### src/rtl/ifu_fetch_if.sv
// ifu_fetch_if: bus bundle between the fetch stage, instruction memory and decode.
//
// Memory side : o_mem_req / o_mem_addr out of fetch, i_mem_gnt / i_mem_rvalid /
//               i_mem_rdata / i_mem_err into fetch (one outstanding read).
// Decode side : o_valid / o_inst / o_imm / o_pc / o_predict / o_exception /
//               o_mcause out of fetch, i_ready into fetch.
// Signal names keep the fetch-stage point of view (o_ = driven by fetch).
// modport master is the fetch stage, modport slave is memory + decode.
interface ifu_fetch_if;
    logic        o_mem_req;
    logic [31:0] o_mem_addr;
    logic        i_mem_gnt;
    logic        i_mem_rvalid;
    logic [31:0] i_mem_rdata;
    logic        i_mem_err;
    logic        o_valid;
    logic        i_ready;
    logic [31:0] o_inst;
    logic [31:0] o_imm;
    logic [31:0] o_pc;
    logic        o_predict;
    logic        o_exception;
    logic [3:0]  o_mcause;

    modport master (
        output o_mem_req, o_mem_addr,
        input  i_mem_gnt, i_mem_rvalid, i_mem_rdata, i_mem_err,
        output o_valid, o_inst, o_imm, o_pc, o_predict, o_exception, o_mcause,
        input  i_ready
    );

    modport slave (
        input  o_mem_req, o_mem_addr,
        output i_mem_gnt, i_mem_rvalid, i_mem_rdata, i_mem_err,
        input  o_valid, o_inst, o_imm, o_pc, o_predict, o_exception, o_mcause,
        output i_ready
    );
endinterface

### src/rtl/ifu_fetch.sv
// ifu_fetch: instruction fetch stage feeding decode.
//
// Owns the PC, issues one instruction read at a time, builds the sign-extended
// immediate, tags fetch faults with an mcause and hands one bundle at a time to
// decode over valid/ready. A flush from execute redirects the PC.
//
// Ports:
//   i_clock        clock, rising edge
//   i_reset_n      asynchronous active-low reset
//   bus            ifu_fetch_if.master (memory req/gnt/rvalid + decode handoff)
//   i_flush        squash and redirect (highest priority)
//   i_redirect_pc  new PC when i_flush=1
//   i_stall        freeze the handoff; no new fetch is issued
//
// Build option: define IFU_STATIC_PREDICT_EN for backward-taken/forward-not-taken
// prediction (JAL and backward branches predicted taken). Without it o_predict
// is 0 and the next PC is always pc+4.
module ifu_fetch #(
    parameter logic [31:0] RESET_PC = 32'h8000_0000
) (
    input  logic        i_clock,
    input  logic        i_reset_n,
    ifu_fetch_if.master bus,
    input  logic        i_flush,
    input  logic [31:0] i_redirect_pc,
    input  logic        i_stall
);

    typedef enum logic [1:0] {S_IDLE, S_REQ, S_WAIT, S_HOLD} state_t;

    state_t      state_q, state_d;
    logic [31:0] pc_q, pc_d;
    logic        drop_q, drop_d;   // the outstanding response belongs to a squashed PC
    logic [31:0] inst_q, inst_d;
    logic [31:0] imm_q, imm_d;
    logic [31:0] bpc_q, bpc_d;     // PC of the bundle presented to decode
    logic        pred_q, pred_d;
    logic        exc_q, exc_d;
    logic [3:0]  mcause_q, mcause_d;

    logic [31:0] resp_imm;
    logic        resp_pred;
    logic [31:0] next_pc;

    function automatic logic [31:0] gen_imm(input logic [31:0] w);
        logic [31:0] r;
        r = '0;
        case (w[6:2])
            5'b00000, 5'b00100, 5'b11001, 5'b11100: r = {{20{w[31]}}, w[31:20]};
            5'b01000: r = {{20{w[31]}}, w[31:25], w[11:7]};
            5'b11000: r = {{19{w[31]}}, w[31], w[7], w[30:25], w[11:8], 1'b0};
            5'b00101, 5'b01101: r = {w[31:12], 12'b0};
            5'b11011: r = {{11{w[31]}}, w[31], w[19:12], w[20], w[30:21], 1'b0};
            default: r = '0;
        endcase
        return r;
    endfunction

`ifdef IFU_STATIC_PREDICT_EN
    function automatic logic predict_taken(input logic [4:0] op, input logic imm_sign);
        return (op == 5'b11011) || ((op == 5'b11000) && imm_sign);
    endfunction
`endif

    always_comb begin
        resp_imm = gen_imm(bus.i_mem_rdata);
`ifdef IFU_STATIC_PREDICT_EN
        resp_pred = predict_taken(bus.i_mem_rdata[6:2], resp_imm[31]);
`else
        resp_pred = 1'b0;
`endif
        // pc_q equals the bundle PC while in HOLD; wraps mod 2^32
        next_pc = pc_q + (pred_q ? imm_q : 32'd4);
    end

    always_comb begin
        state_d  = state_q;
        pc_d     = pc_q;
        drop_d   = drop_q;
        inst_d   = inst_q;
        imm_d    = imm_q;
        bpc_d    = bpc_q;
        pred_d   = pred_q;
        exc_d    = exc_q;
        mcause_d = mcause_q;

        case (state_q)
            S_IDLE: begin
                if (i_flush) begin
                    pc_d = i_redirect_pc;
                end else if (!i_stall) begin
                    if (pc_q[1:0] != 2'b00) begin
                        // misaligned PC: raise the fault without touching the bus
                        state_d  = S_HOLD;
                        inst_d   = '0;
                        imm_d    = '0;
                        pred_d   = 1'b0;
                        exc_d    = 1'b1;
                        mcause_d = 4'd0;
                        bpc_d    = pc_q;
                    end else begin
                        state_d = S_REQ;
                    end
                end
            end
            S_REQ: begin
                if (i_flush) begin
                    pc_d = i_redirect_pc;
                    if (bus.i_mem_gnt) begin
                        // the read is already accepted; wait for and discard its data
                        state_d = S_WAIT;
                        drop_d  = 1'b1;
                    end else begin
                        state_d = S_IDLE;
                    end
                end else if (bus.i_mem_gnt) begin
                    state_d = S_WAIT;
                end
            end
            S_WAIT: begin
                if (i_flush) begin
                    pc_d = i_redirect_pc;
                    if (bus.i_mem_rvalid) begin
                        // stale response arrives with the flush: nothing left outstanding
                        state_d = S_IDLE;
                        drop_d  = 1'b0;
                    end else begin
                        drop_d = 1'b1;
                    end
                end else if (bus.i_mem_rvalid) begin
                    if (drop_q) begin
                        drop_d  = 1'b0;
                        state_d = i_stall ? S_IDLE : S_REQ;
                    end else begin
                        state_d  = S_HOLD;
                        bpc_d    = pc_q;
                        exc_d    = bus.i_mem_err;
                        mcause_d = bus.i_mem_err ? 4'd1 : 4'd0;
                        inst_d   = bus.i_mem_err ? 32'd0 : bus.i_mem_rdata;
                        imm_d    = bus.i_mem_err ? 32'd0 : resp_imm;
                        pred_d   = bus.i_mem_err ? 1'b0 : resp_pred;
                    end
                end
            end
            S_HOLD: begin
                if (i_flush) begin
                    pc_d    = i_redirect_pc;
                    state_d = S_IDLE;
                end else if (bus.i_ready && !i_stall) begin
                    pc_d = next_pc;
                    // a misaligned target goes through IDLE so it faults there
                    state_d = (next_pc[1:0] == 2'b00) ? S_REQ : S_IDLE;
                end
            end
            default: state_d = S_IDLE;
        endcase
    end

    always_ff @(posedge i_clock or negedge i_reset_n) begin
        if (!i_reset_n) begin
            state_q  <= S_IDLE;
            pc_q     <= RESET_PC;
            drop_q   <= 1'b0;
            inst_q   <= '0;
            imm_q    <= '0;
            bpc_q    <= '0;
            pred_q   <= 1'b0;
            exc_q    <= 1'b0;
            mcause_q <= '0;
        end else begin
            state_q  <= state_d;
            pc_q     <= pc_d;
            drop_q   <= drop_d;
            inst_q   <= inst_d;
            imm_q    <= imm_d;
            bpc_q    <= bpc_d;
            pred_q   <= pred_d;
            exc_q    <= exc_d;
            mcause_q <= mcause_d;
        end
    end

    assign bus.o_mem_req   = (state_q == S_REQ);
    assign bus.o_mem_addr  = (state_q == S_REQ) ? pc_q : 32'd0;
    assign bus.o_valid     = (state_q == S_HOLD);
    assign bus.o_inst      = inst_q;
    assign bus.o_imm       = imm_q;
    assign bus.o_pc        = bpc_q;
    assign bus.o_predict   = pred_q;
    assign bus.o_exception = exc_q;
    assign bus.o_mcause    = mcause_q;

endmodule

### src/flat_wrapper.sv
// flat-port wrapper written by rule: the top's interface ports become plain ports
module ifu_fetch_flat 
#(
    parameter logic [31:0] RESET_PC = 32'h8000_0000
)
  (i_clock, i_reset_n, i_flush, i_redirect_pc, i_stall, bus_o_mem_req, bus_o_mem_addr, bus_i_mem_gnt, bus_i_mem_rvalid, bus_i_mem_rdata, bus_i_mem_err, bus_o_valid, bus_o_inst, bus_o_imm, bus_o_pc, bus_o_predict, bus_o_exception, bus_o_mcause, bus_i_ready);
  ifu_fetch_if bus_i ();
  input  logic i_clock;
  input  logic i_reset_n;
  input  logic i_flush;
  input  logic [31:0] i_redirect_pc;
  input  logic i_stall;
  output wire logic [$bits(bus_i.o_mem_req)-1:0] bus_o_mem_req;
  output wire logic [$bits(bus_i.o_mem_addr)-1:0] bus_o_mem_addr;
  input wire logic [$bits(bus_i.i_mem_gnt)-1:0] bus_i_mem_gnt;
  input wire logic [$bits(bus_i.i_mem_rvalid)-1:0] bus_i_mem_rvalid;
  input wire logic [$bits(bus_i.i_mem_rdata)-1:0] bus_i_mem_rdata;
  input wire logic [$bits(bus_i.i_mem_err)-1:0] bus_i_mem_err;
  output wire logic [$bits(bus_i.o_valid)-1:0] bus_o_valid;
  output wire logic [$bits(bus_i.o_inst)-1:0] bus_o_inst;
  output wire logic [$bits(bus_i.o_imm)-1:0] bus_o_imm;
  output wire logic [$bits(bus_i.o_pc)-1:0] bus_o_pc;
  output wire logic [$bits(bus_i.o_predict)-1:0] bus_o_predict;
  output wire logic [$bits(bus_i.o_exception)-1:0] bus_o_exception;
  output wire logic [$bits(bus_i.o_mcause)-1:0] bus_o_mcause;
  input wire logic [$bits(bus_i.i_ready)-1:0] bus_i_ready;
  assign bus_o_mem_req = bus_i.o_mem_req;
  assign bus_o_mem_addr = bus_i.o_mem_addr;
  assign bus_i.i_mem_gnt = bus_i_mem_gnt;
  assign bus_i.i_mem_rvalid = bus_i_mem_rvalid;
  assign bus_i.i_mem_rdata = bus_i_mem_rdata;
  assign bus_i.i_mem_err = bus_i_mem_err;
  assign bus_o_valid = bus_i.o_valid;
  assign bus_o_inst = bus_i.o_inst;
  assign bus_o_imm = bus_i.o_imm;
  assign bus_o_pc = bus_i.o_pc;
  assign bus_o_predict = bus_i.o_predict;
  assign bus_o_exception = bus_i.o_exception;
  assign bus_o_mcause = bus_i.o_mcause;
  assign bus_i.i_ready = bus_i_ready;
  ifu_fetch #(.RESET_PC(RESET_PC)) u_core (.i_clock(i_clock), .i_reset_n(i_reset_n), .bus(bus_i), .i_flush(i_flush), .i_redirect_pc(i_redirect_pc), .i_stall(i_stall));
endmodule
### config.mk
export PLATFORM = sky130hd
export DESIGN_NAME = ifu_fetch_flat
export DESIGN_NICKNAME = d
export VERILOG_FILES = /design/src/rtl/ifu_fetch_if.sv /design/src/rtl/ifu_fetch.sv /design/src/flat_wrapper.sv
export SDC_FILE = /design/constraint.sdc
export NUM_CORES = 1
export LEC_CHECK = 0
export ABC_AREA = 1
export BUFFER_PORTS_ARGS = -buffer_cell sky130_fd_sc_hd__buf_2
export CAP_MARGIN = 10
export CORE_AREA = 2 2 129 131
export DETAILED_ROUTE_END_ITERATION = 7
export DIE_AREA = 0 0 131 133
export GPL_ROUTABILITY_DRIVEN = 0
export PLACE_DENSITY_LB_ADDON = 0.2
export SLEW_MARGIN = 20
export SYNTH_ARGS = -nofsm -noshare
export SYNTH_HDL_FRONTEND = slang
export SYNTH_SLANG_ARGS = --single-unit
### constraint.sdc
create_clock -name i_clock -period 2.12 [get_ports i_clock]
set_input_delay 0.106 -clock i_clock [delete_from_list [all_inputs] [get_ports i_clock]]
set_output_delay 0.106 -clock i_clock [all_outputs]
set_load 0.1 [all_outputs]
==> results of run 1 <==
## stage by stage
step           std cells  hold slack, ns  util [%]  worst slack [ns]  power [W]
3_5_place_dp        1377          0.1366     54.13            0.3583    0.01216
3_3_place_gp        1377          0.1491     54.13            0.4130    0.01211
4_1_cts             1449        0.009415     60.34           0.02516    0.01527
2_1_floorplan        976         -0.1896         -          -0.03614    0.01043
6_report            1450         0.01147     60.48            0.1206    0.01525
5_1_grt             1450         0.01476     60.48           0.04021    0.01586
## what timing repair did
action,4_1_cts,5_1_grt
hold endpoints to repair,97,0
setup endpoints to repair,0,8
hold buffers,40,0
gates resized for setup,0,8
## final timing paths
| path | slack (ns) | end | cells after the start | from |
|---|---|---|---|---|
| min | 0.01 | u_core.bus.o_inst[26]$_DFFE_PN0P_ | 3 | bus_i_mem_rdata[26] |
| max reg2reg | 0.31 | u_core.bus.o_imm[31]$_DFFE_PN0P_ | 8 | u_core.state_q[0]$_DFFE_PN0P_ |
| max | 0.12 | bus_o_mem_addr[0] | 6 | u_core.state_q[0]$_DFFE_PN0P_ |
| max in group asynchronous | 1.18 | u_core.pc_q[31]$_DFFE_PN1P_ | 3 | i_reset_n |
| min in group asynchronous | 0.25 | u_core.bus.o_imm[7]$_DFFE_PN0P_ | 2 | i_reset_n |
| min reg2reg | 0.47 | u_core.bus.o_inst[30]$_DFFE_PN0P_ | 2 | u_core.bus.o_inst[30]$_DFFE_PN0P_ |
## synth_stat cells (2+ instances only)
| cell | number | area share [%] |
|---|---|---|
| nand2_1 | 342 | 18 |
| nor2_1 | 146 | 7.9 |
| dfrtp_1 | 132 | 48 |
| inv_1 | 78 | 4.2 |
| nand3_1 | 71 | 5.1 |
| o21ai_0 | 67 | 4.8 |
| a21oi_1 | 28 | 2.0 |
| o21ai_1 | 26 | 1.9 |
| clkbuf_1 | 15 | 0.81 |
| buf_2 | 12 | 0.86 |
| buf_4 | 11 | 1.2 |
| nor2_2 | 7 | 0.63 |
| buf_6 | 6 | 0.97 |
| o22ai_1 | 5 | 0.45 |
| nand4_1 | 4 | 0.36 |
| inv_2 | 2 | 0.11 |
| nand2_2 | 2 | 0.18 |
| nor3_1 | 2 | 0.14 |
| o211ai_1 | 2 | 0.22 |
| or2_2 | 2 | 0.18 |
## worst max-delay path, delay by kind of cell (launching register included)
| kind | cells | cell delay, ns |
|---|---|---|
| flip-flops | 1 | 0.42 |
| AND/OR/NAND/NOR | 2 | 0.13 |
| buffers and inverters | 4 | 0.90 |
## cell type report
| class | instances | share of cell area (%) |
|---|---|---|
| flip-flops and latches | 133 | 34.04 |
| multi-input cells | 719 | 33.77 |
| repair buffers | 265 | 20.10 |
| clock buffers | 18 | 4.388 |
| inverters | 80 | 3.070 |
| well taps | 220 | 2.814 |
| clock inverters | 14 | 1.791 |
| diodes | 1 | 0.02559 |
## sequential cells by signal, indices dropped and copies added, names as in the netlist
| signal | count |
|---|---|
| u_core.bus.o_inst | 32 |
| u_core.drop_q | 1 |
| u_core.bus.o_pc | 32 |
| u_core.bus.o_imm | 32 |
| u_core.bus.o_mcause | 1 |
| u_core.pc_q | 32 |
| u_core.bus.o_exception | 1 |
| u_core.state_q | 2 |
## cell usage in the layout, fill, tap and decap left out, types with 3 or more instances in the layout
cell type	Yosys	routed
nor2_2	7	9
buf_12	0	25
o21ai_1	26	26
nor2_4	1	32
a21oi_1	28	28
nand4_1	4	4
bufinv_16	0	3
dlygate4sd3_1	0	40
inv_2	2	3
nor2_1	146	113
nand2_1	342	342
nand3_1	71	71
inv_1	78	77
dfrtp_1	132	132
clkbuf_16	0	17
inv_6	0	4
o21ai_0	67	67
clkbuf_4	0	8
buf_2	12	176
o22ai_1	5	5
clkinvlp_4	0	3
conb_1	1	4
buf_4	11	15
## per-layer routing
metal,GRT usage [%],up-vias
li1,-,3554
met1,32.62,3359
met2,41.48,298
met3,4.286,54
met4,11.35,0
met5,0,-
## power groups by stage
stage | Clock, W | Sequential (W) | Combinational (W)
2_1_floorplan | 0 | 0.00737 | 0.00306
3_3_place_gp | 0 | 0.00367 | 0.00844
3_5_place_dp | 0 | 0.00368 | 0.00848
4_1_cts | 0.00307 | 0.00364 | 0.00855
5_1_grt | 0.00318 | 0.00374 | 0.00895
6_report | 0.00304 | 0.00365 | 0.00855
## logic make-up after synthesis
logic type | count (synthesis) | synth area share, %
buffers and inverters | 124 | 8.161
and+or+nand+nor | 580 | 33.54
other | 1 | 0.05399
xor gates and xnor gates | 1 | 0.1261
AOI/OAI and AO/OA | 133 | 9.998
adders and majority gates | 1 | 0.1801
DFF | 133 | 47.94
==> impl_metrics.json, run 1 <==
{
  "cts_tree": "done",
  "rsz0062_at_grt": "no",
  "top_layer": "met4",
  "io_pins": 208,
  "die-height_um": 133,
  "start_util_pct": 42.95,
  "wl_met1_um": 9260,
  "postRouteAntennaNets": 0,
  "syn-cell-area_um2": 6945,
  "fin_crit_sh_pct": 94.31,
  "slew_headroom_pct": 60.46,
  "die_w_um": 131,
  "synthArstFlopShare_pct": 100.0,
  "met3_length_um": 1473,
  "clock_path_buffers": 2,
  "drt-total-wl_um": 22170,
  "fin_skew_ns": 0.007977,
  "grt_max_degree": 67,
  "end_kind": "output port",
  "io_buffers": 203,
  "fp.coreArea_um2": 16170,
  "tns_ns": 0,
  "overflow": 0,
  "synth_cell_types": 33,
  "cts_buffers": 17,
  "path_common_cell": "buf_12",
  "drc": 0,
  "crit_chain": "inv_1 > nor2_4 > inv_2 > buf_12 > nor2_2 > buf_12",
  "finalSetupViolCount": 0,
  "drive_gt1_share_pct": 25.06,
  "grt_pass1_wl_um": 34450,
  "grtUsageTotal_pct": 25.31,
  "grt_antenna_before_repair": 1,
  "critPathMaxStageDelay_ns": 0.42,
  "tightest_slew_ns": 0.5931,
  "p_leak_nw": 5.235,
  "ir_drop_mv": 0.8912,
  "wl_met2_um": 10710,
  "clk_pin_slew_ns": 0.06,
  "drt-pass1-iter-count": 8,
  "syn_inst": 973,
  "required_ns": 2.01,
  "die_area_um2": 17420,
  "power.density_nw_per_um2": 1559,
  "hold_path_class": "in2reg",
  "routedWlPerCell_um": 15.29,
  "start_kind": "flop",
  "synth_warnings": 0,
  "finalCriticalPeriod_ns": 1.999,
  "cp_max_fo": 18,
  "cts_setup_buffers": 0,
  "synth-main-ff-cell": "dfrtp_1",
  "hold_viol_final": 0,
  "crit_type": "reg2out",
  "cts_max_level": 4,
  "yosys_register_bits": 133,
  "viasPerCell": 5.010,
  "clkPwrFrac_pct": 20.0,
  "status": "finished clean",
  "seq_power_share_pct": 24.0,
  "fmax_ghz": 0.5001,
  "power_switching_w": 0.008607,
  "grt_pass1_vias": 6806,
  "placed_area_um2": 8753,
  "clock_latency_ns": 0.42,
  "num-fill-cells": 1495,
  "vias": 7265,
  "combPwrFrac_pct": 56.1,
  "slowest_stage": "dfrtp_1",
  "slew_viol_final": 0,
  "syn_to_final_growth_pct": 40.82,
  "seq_area_frac_synth_pct": 47.94,
  "internal_power_w": 0.006639,
  "synth_enable_flop_cells": 0,
  "hpwl_um": 16020,
  "numClockSinks": 133,
  "placementRows": 47,
  "switching_share_pct": 56.45,
  "layout.nets": 1289,
  "arrival_ns": 1.89,
  "cap_violations": 0,
  "multi_input_area_um2": 3303,
  "cts-root-buf": "clkbuf_16",
  "stdcell_area_um2": 9781,
  "drt_iter0_drc": 670,
  "seqCellArea_um2": 3329,
  "avgSynthCellArea_um2": 7.138
}
No activity file was read; power rests on OpenSTA's default activity.
==> run 2: changes to the inputs <==
==> constraint.sdc (replaced) <==
create_clock -name i_clock -period 2.12 [get_ports i_clock]
set_input_delay 0.106 -clock i_clock [delete_from_list [all_inputs] [get_ports i_clock]]
set_output_delay 0.106 -clock i_clock [all_outputs]
set_load 0.01 [all_outputs]
==> impl_metrics.json, run 2 (synthesis gave the netlist of run 1 again) <==
{
  "layout_commonest_cell": "nand2_1",
  "die_area_um2": 17420,
  "cts_buffers": 17,
  "clk_pin_slew_ns": 0.06,
  "end_kind": "output port",
  "cts_tree": "done",
  "final_cell_mix": "342 x nand2_1, 202 x buf_2, 146 x nor2_1",
  "drt-pass1-iter-count": 5,
  "hold_path_class": "in2reg",
  "total_power_w": 0.01003,
  "hpwl_um": 15270,
  "num-fill-cells": 1572,
  "drive_gt1_share_pct": 21.94,
  "layout.nets": 1286,
  "rsz0062_at_grt": "no",
  "p_leak_nw": 5.156,
  "fin_skew_ns": 0.008577,
  "postRouteAntennaNets": 0,
  "placed_area_um2": 8175,
  "vias": 7123,
  "hold_viol_final": 0,
  "finalCriticalPeriod_ns": 1.934,
  "start_kind": "flop",
  "numClockSinks": 133,
  "crit_type": "reg2out",
  "finalSetupViolCount": 0,
  "holdWs_ns": 0.005712,
  "grt_max_degree": 67,
  "status": "finished clean",
  "fmax_ghz": 0.5170,
  "cts-root-buf": "clkbuf_16",
  "ir_drop_mv": 0.6528,
  "grtUsageTotal_pct": 25.02,
  "viasPerCell": 4.923,
  "cp_max_fo": 23,
  "drc": 0,
  "routedWlPerCell_um": 14.66,
  "io_buffers": 203,
  "arrival_ns": 1.83,
  "slew_headroom_pct": 57.50,
  "clock_latency_ns": 0.43,
  "cts_max_level": 4,
  "die_w_um": 131,
  "seqCellArea_um2": 3329,
  "placementRows": 47,
  "multi_input_area_um2": 3065,
  "io_pins": 208,
  "syn_to_final_growth_pct": 32.71,
  "drt_iter0_drc": 502,
  "overflow": 0,
  "grt_antenna_before_repair": 1,
  "clock_path_buffers": 2,
  "start_util_pct": 42.95,
  "tightest_slew_ns": 0.6375,
  "power.density_nw_per_um2": 1088,
  "tns_ns": 0,
  "die-height_um": 133,
  "fp.coreArea_um2": 16170,
  "post-route-util_pct": 57.00,
  "drt-total-wl_um": 21210,
  "slew_viol_final": 0,
  "grt_pass1_vias": 6718,
  "required_ns": 2.01,
  "cts_setup_buffers": 0,
  "stdcell_area_um2": 9218,
  "fin_crit_sh_pct": 91.23,
  "cap_violations": 0,
  "grt_pass1_wl_um": 33920
}
[run 2: changes by cell type in the layout (fill, tap and decap cells not counted), sizes merged]
cell,previous run,this run
dlygate4sd3,40,43
inv,84,81
clkinvlp,3,4
clkbuf,26,20
buf,217,219
[run 2: final cells by class]
cell class	instances	share of cell area (%)
diodes	1	0.02715
clock inverters	12	1.656
multi-input cells	719	33.26
well taps	220	2.986
clock buffers	20	4.955
flip-flops and latches	133	36.12
inverters	80	3.258
repair buffers	262	17.74
[run 2: critical path, cell delays in order, from the launching register on]
cell and delay (ns):
dfrtp_1 0.42, inv_1 0.07, nor2_1 0.22, inv_2 0.17, buf_4 0.25, nor2_1 0.12
buf_2 0.14
[run 2: final timing paths]
kind	start	endpoint	slack [ns]	cells after the start
worst max-delay path	u_core.state_q[0]$_DFFE_PN0P_	bus_o_mem_addr[29]	0.19	6
worst min-delay path	i_redirect_pc[26]	u_core.pc_q[26]$_DFFE_PN0P_	0.006	5
worst max register to register	u_core.pc_q[3]$_DFFE_PN0P_	u_core.pc_q[16]$_DFFE_PN0P_	0.32	8
worst min register to register	u_core.bus.o_inst[0]$_DFFE_PN0P_	u_core.bus.o_inst[0]$_DFFE_PN0P_	0.47	2
max in group asynchronous	i_reset_n	u_core.bus.o_imm[14]$_DFFE_PN0P_	1.22	3
min in group asynchronous	i_reset_n	u_core.bus.o_pc[0]$_DFFE_PN0P_	0.26	2
[run 2: power breakdown]
group	leakage, nW	internal, W	total, W	switching (W)
Clock	0.288	0.00191	0.00306	0.00115
Sequential	1.71	0.00321	0.00366	0.000448
Combinational	3.16	0.00120	0.00331	0.00211
[run 2: repair_timing]
item,CTS,global route
hold buffers,43,0
endpoints found under the hold margin,111,0
endpoints found under the setup margin,0,23
resized for setup,0,1
[run 2: per-stage QoR]
stage	worst slack, ns	instances
2_1_floorplan	0.6349	976
3_3_place_gp	0.4603	1371
3_5_place_dp	0.3920	1371
4_1_cts	0.07546	1446
5_1_grt	0.01931	1447
6_report	0.1859	1447
[run 2: layer usage]
metal / wire [µm] / global-route usage [%] / vias up
met5: 0 / 0 / -
met4: 609 / 10.28 / 0
met2: 10200 / 40.41 / 252
met3: 1121 / 4.327 / 41
li1: - / - / 3553
met1: 9274 / 33.13 / 3277
==> run 3: changes to the inputs <==
--- a/config.mk
+++ b/config.mk
@@ -7,10 +7,9 @@
 export LEC_CHECK = 0
 export ABC_AREA = 1
 export BUFFER_PORTS_ARGS = -buffer_cell sky130_fd_sc_hd__buf_2
-export CAP_MARGIN = 10
-export CORE_AREA = 2 2 129 131
+export CORE_AREA = 2 2 120 122
 export DETAILED_ROUTE_END_ITERATION = 7
-export DIE_AREA = 0 0 131 133
+export DIE_AREA = 0 0 122 124
 export GPL_ROUTABILITY_DRIVEN = 0
 export PLACE_DENSITY_LB_ADDON = 0.2
 export SLEW_MARGIN = 20
==> impl_metrics.json, run 3 (synthesis gave the netlist of run 1 again) <==
{
  "start_util_pct": 50.62,
  "placementRows": 43,
  "cp-startpoint": "u_core.state_q[0]$_DFFE_PN0P_",
  "viasPerCell": 5.122,
  "multi_input_area_um2": 3065,
  "grt_max_degree": 131,
  "numClockSinks": 133,
  "io_buffers": 203,
  "die_area_um2": 15130,
  "overflow": 0,
  "drive_gt1_share_pct": 21.70,
  "grt_antenna_before_repair": 0,
  "drt_iter0_drc": 679,
  "slew_viol_final": 0,
  "layout.nets": 1286,
  "cts_max_level": 4,
  "num-fill-cells": 1227,
  "cp_max_fo": 32,
  "required_ns": 2.01,
  "vias": 7201,
  "syn_to_final_growth_pct": 32.23,
  "fin_crit_sh_pct": 87.90,
  "ir_drop_mv": 0.6007,
  "drc": 0,
  "regToRegEndpoint": "u_core.bus.o_pc[26]$_DFFE_PN0P_",
  "seqCellArea_um2": 3329,
  "cap_violations": 0,
  "r2r-start": "u_core.state_q[0]$_DFFE_PN0P_",
  "cts_buffers": 17,
  "clock_path_buffers": 2,
  "hold_viol_final": 0,
  "grtUsageTotal_pct": 27.82,
  "postRouteAntennaNets": 0,
  "post-route-util_pct": 66.94,
  "arrival_ns": 1.76,
  "finalCriticalPeriod_ns": 1.864,
  "finalSetupViolCount": 0,
  "tns_ns": 0,
  "power.density_nw_per_um2": 1094,
  "routedWlPerCell_um": 14.54,
  "drt-pass1-iter-count": 6,
  "cp-endpoint": "bus_o_mem_addr[29]",
  "grt_pass1_vias": 6530,
  "rsz0062_at_grt": "no",
  "cts_setup_buffers": 0,
  "final_cell_mix": "342 x nand2_1, 202 x buf_2, 146 x nor2_1",
  "die-height_um": 124,
  "reg2reg_slack_ns": 0.28,
  "io_pins": 208,
  "clk_pin_slew_ns": 0.06,
  "diodes": 0,
  "layout_commonest_cell": "nand2_1",
  "grt_pass1_wl_um": 32530,
  "crit_type": "reg2out",
  "fp.coreArea_um2": 13720,
  "status": "finished clean",
  "fin_skew_ns": 0.005938,
  "drt-total-wl_um": 20440,
  "start_kind": "flop",
  "fmax_ghz": 0.5366,
  "slew_headroom_pct": 61.80,
  "tightest_slew_ns": 0.5710,
  "die_w_um": 122,
  "hpwl_um": 14440,
  "clock_latency_ns": 0.42,
  "r2r_cells": 7,
  "end_kind": "output port",
  "cts_tree": "done",
  "hold_path_class": "in2reg",
  "p_leak_nw": 5.164,
  "cts-root-buf": "clkbuf_16"
}
-- run 3: layout make-up --
cell class | instances | area share (%)
inverter | 80 | 3.270
clock inverter | 12 | 1.948
tap | 180 | 2.452
multi-input combinational | 719 | 33.38
timing repair buffer | 262 | 17.83
clock buffer | 20 | 4.864
sequential | 133 | 36.25
-- run 3: worst min path at each step --
stage | start | end | cells past startpoint
6_report | i_redirect_pc[26] | u_core.pc_q[26]$_DFFE_PN0P_ | 5
5_1_grt | i_redirect_pc[4] | u_core.pc_q[4]$_DFFE_PN0P_ | 3
4_1_cts | i_redirect_pc[26] | u_core.pc_q[26]$_DFFE_PN0P_ | 5
3_5_place_dp | i_reset_n | u_core.bus.o_inst[30]$_DFFE_PN0P_ | 1
3_3_place_gp | i_reset_n | u_core.bus.o_inst[30]$_DFFE_PN0P_ | 1
2_1_floorplan | i_reset_n | u_core.bus.o_exception$_DFFE_PN0P_ | 0
-- run 3: through the flow --
stage	cell area (µm²)	total power [W]	setup WS, ns	hold slack [ns]	instances
final	9184	0.01005	0.2564	0.008437	1406
after global routing	9184	0.01071	0.08556	0.01139	1406
after CTS	9184	0.01010	0.2525	0.0005096	1406
after detailed placement	8118	0.006889	0.3129	0.1255	1330
after global placement	8118	0.006828	0.4054	0.1208	1330
after floorplan	6957	0.005639	0.6349	-0.1896	976
-- run 3: timing repair --
action / in CTS / in global routing
hold buffers: 44 / 0
resized for setup: 0 / 0
endpoints found under the hold margin: 102 / 0
-- run 3: power by group --
part / internal, W / total (W) / switching (W)
Clock: 0.00200 / 0.00313 / 0.00113
Sequential: 0.00321 / 0.00365 / 0.000440
Combinational: 0.00119 / 0.00326 / 0.00208
-- run 3: layer usage --
layer / vias to the layer above / track usage [%] / share of wire (%)
li1: 3552 / - / -
met1: 3320 / 35.86 / 42
met2: 289 / 46.30 / 48
met3: 40 / 6.227 / 7.5
met4: 0 / 9.986 / 2.4
met5: - / 0 / 0
-- run 3: worst max-delay path, stage by stage (launching register included) --
cell and delay (ns):
dfrtp_1 0.41, inv_1 0.05, nor2_1 0.24, inv_1 0.07, buf_4 0.24, nor2_1 0.14
buf_2 0.14
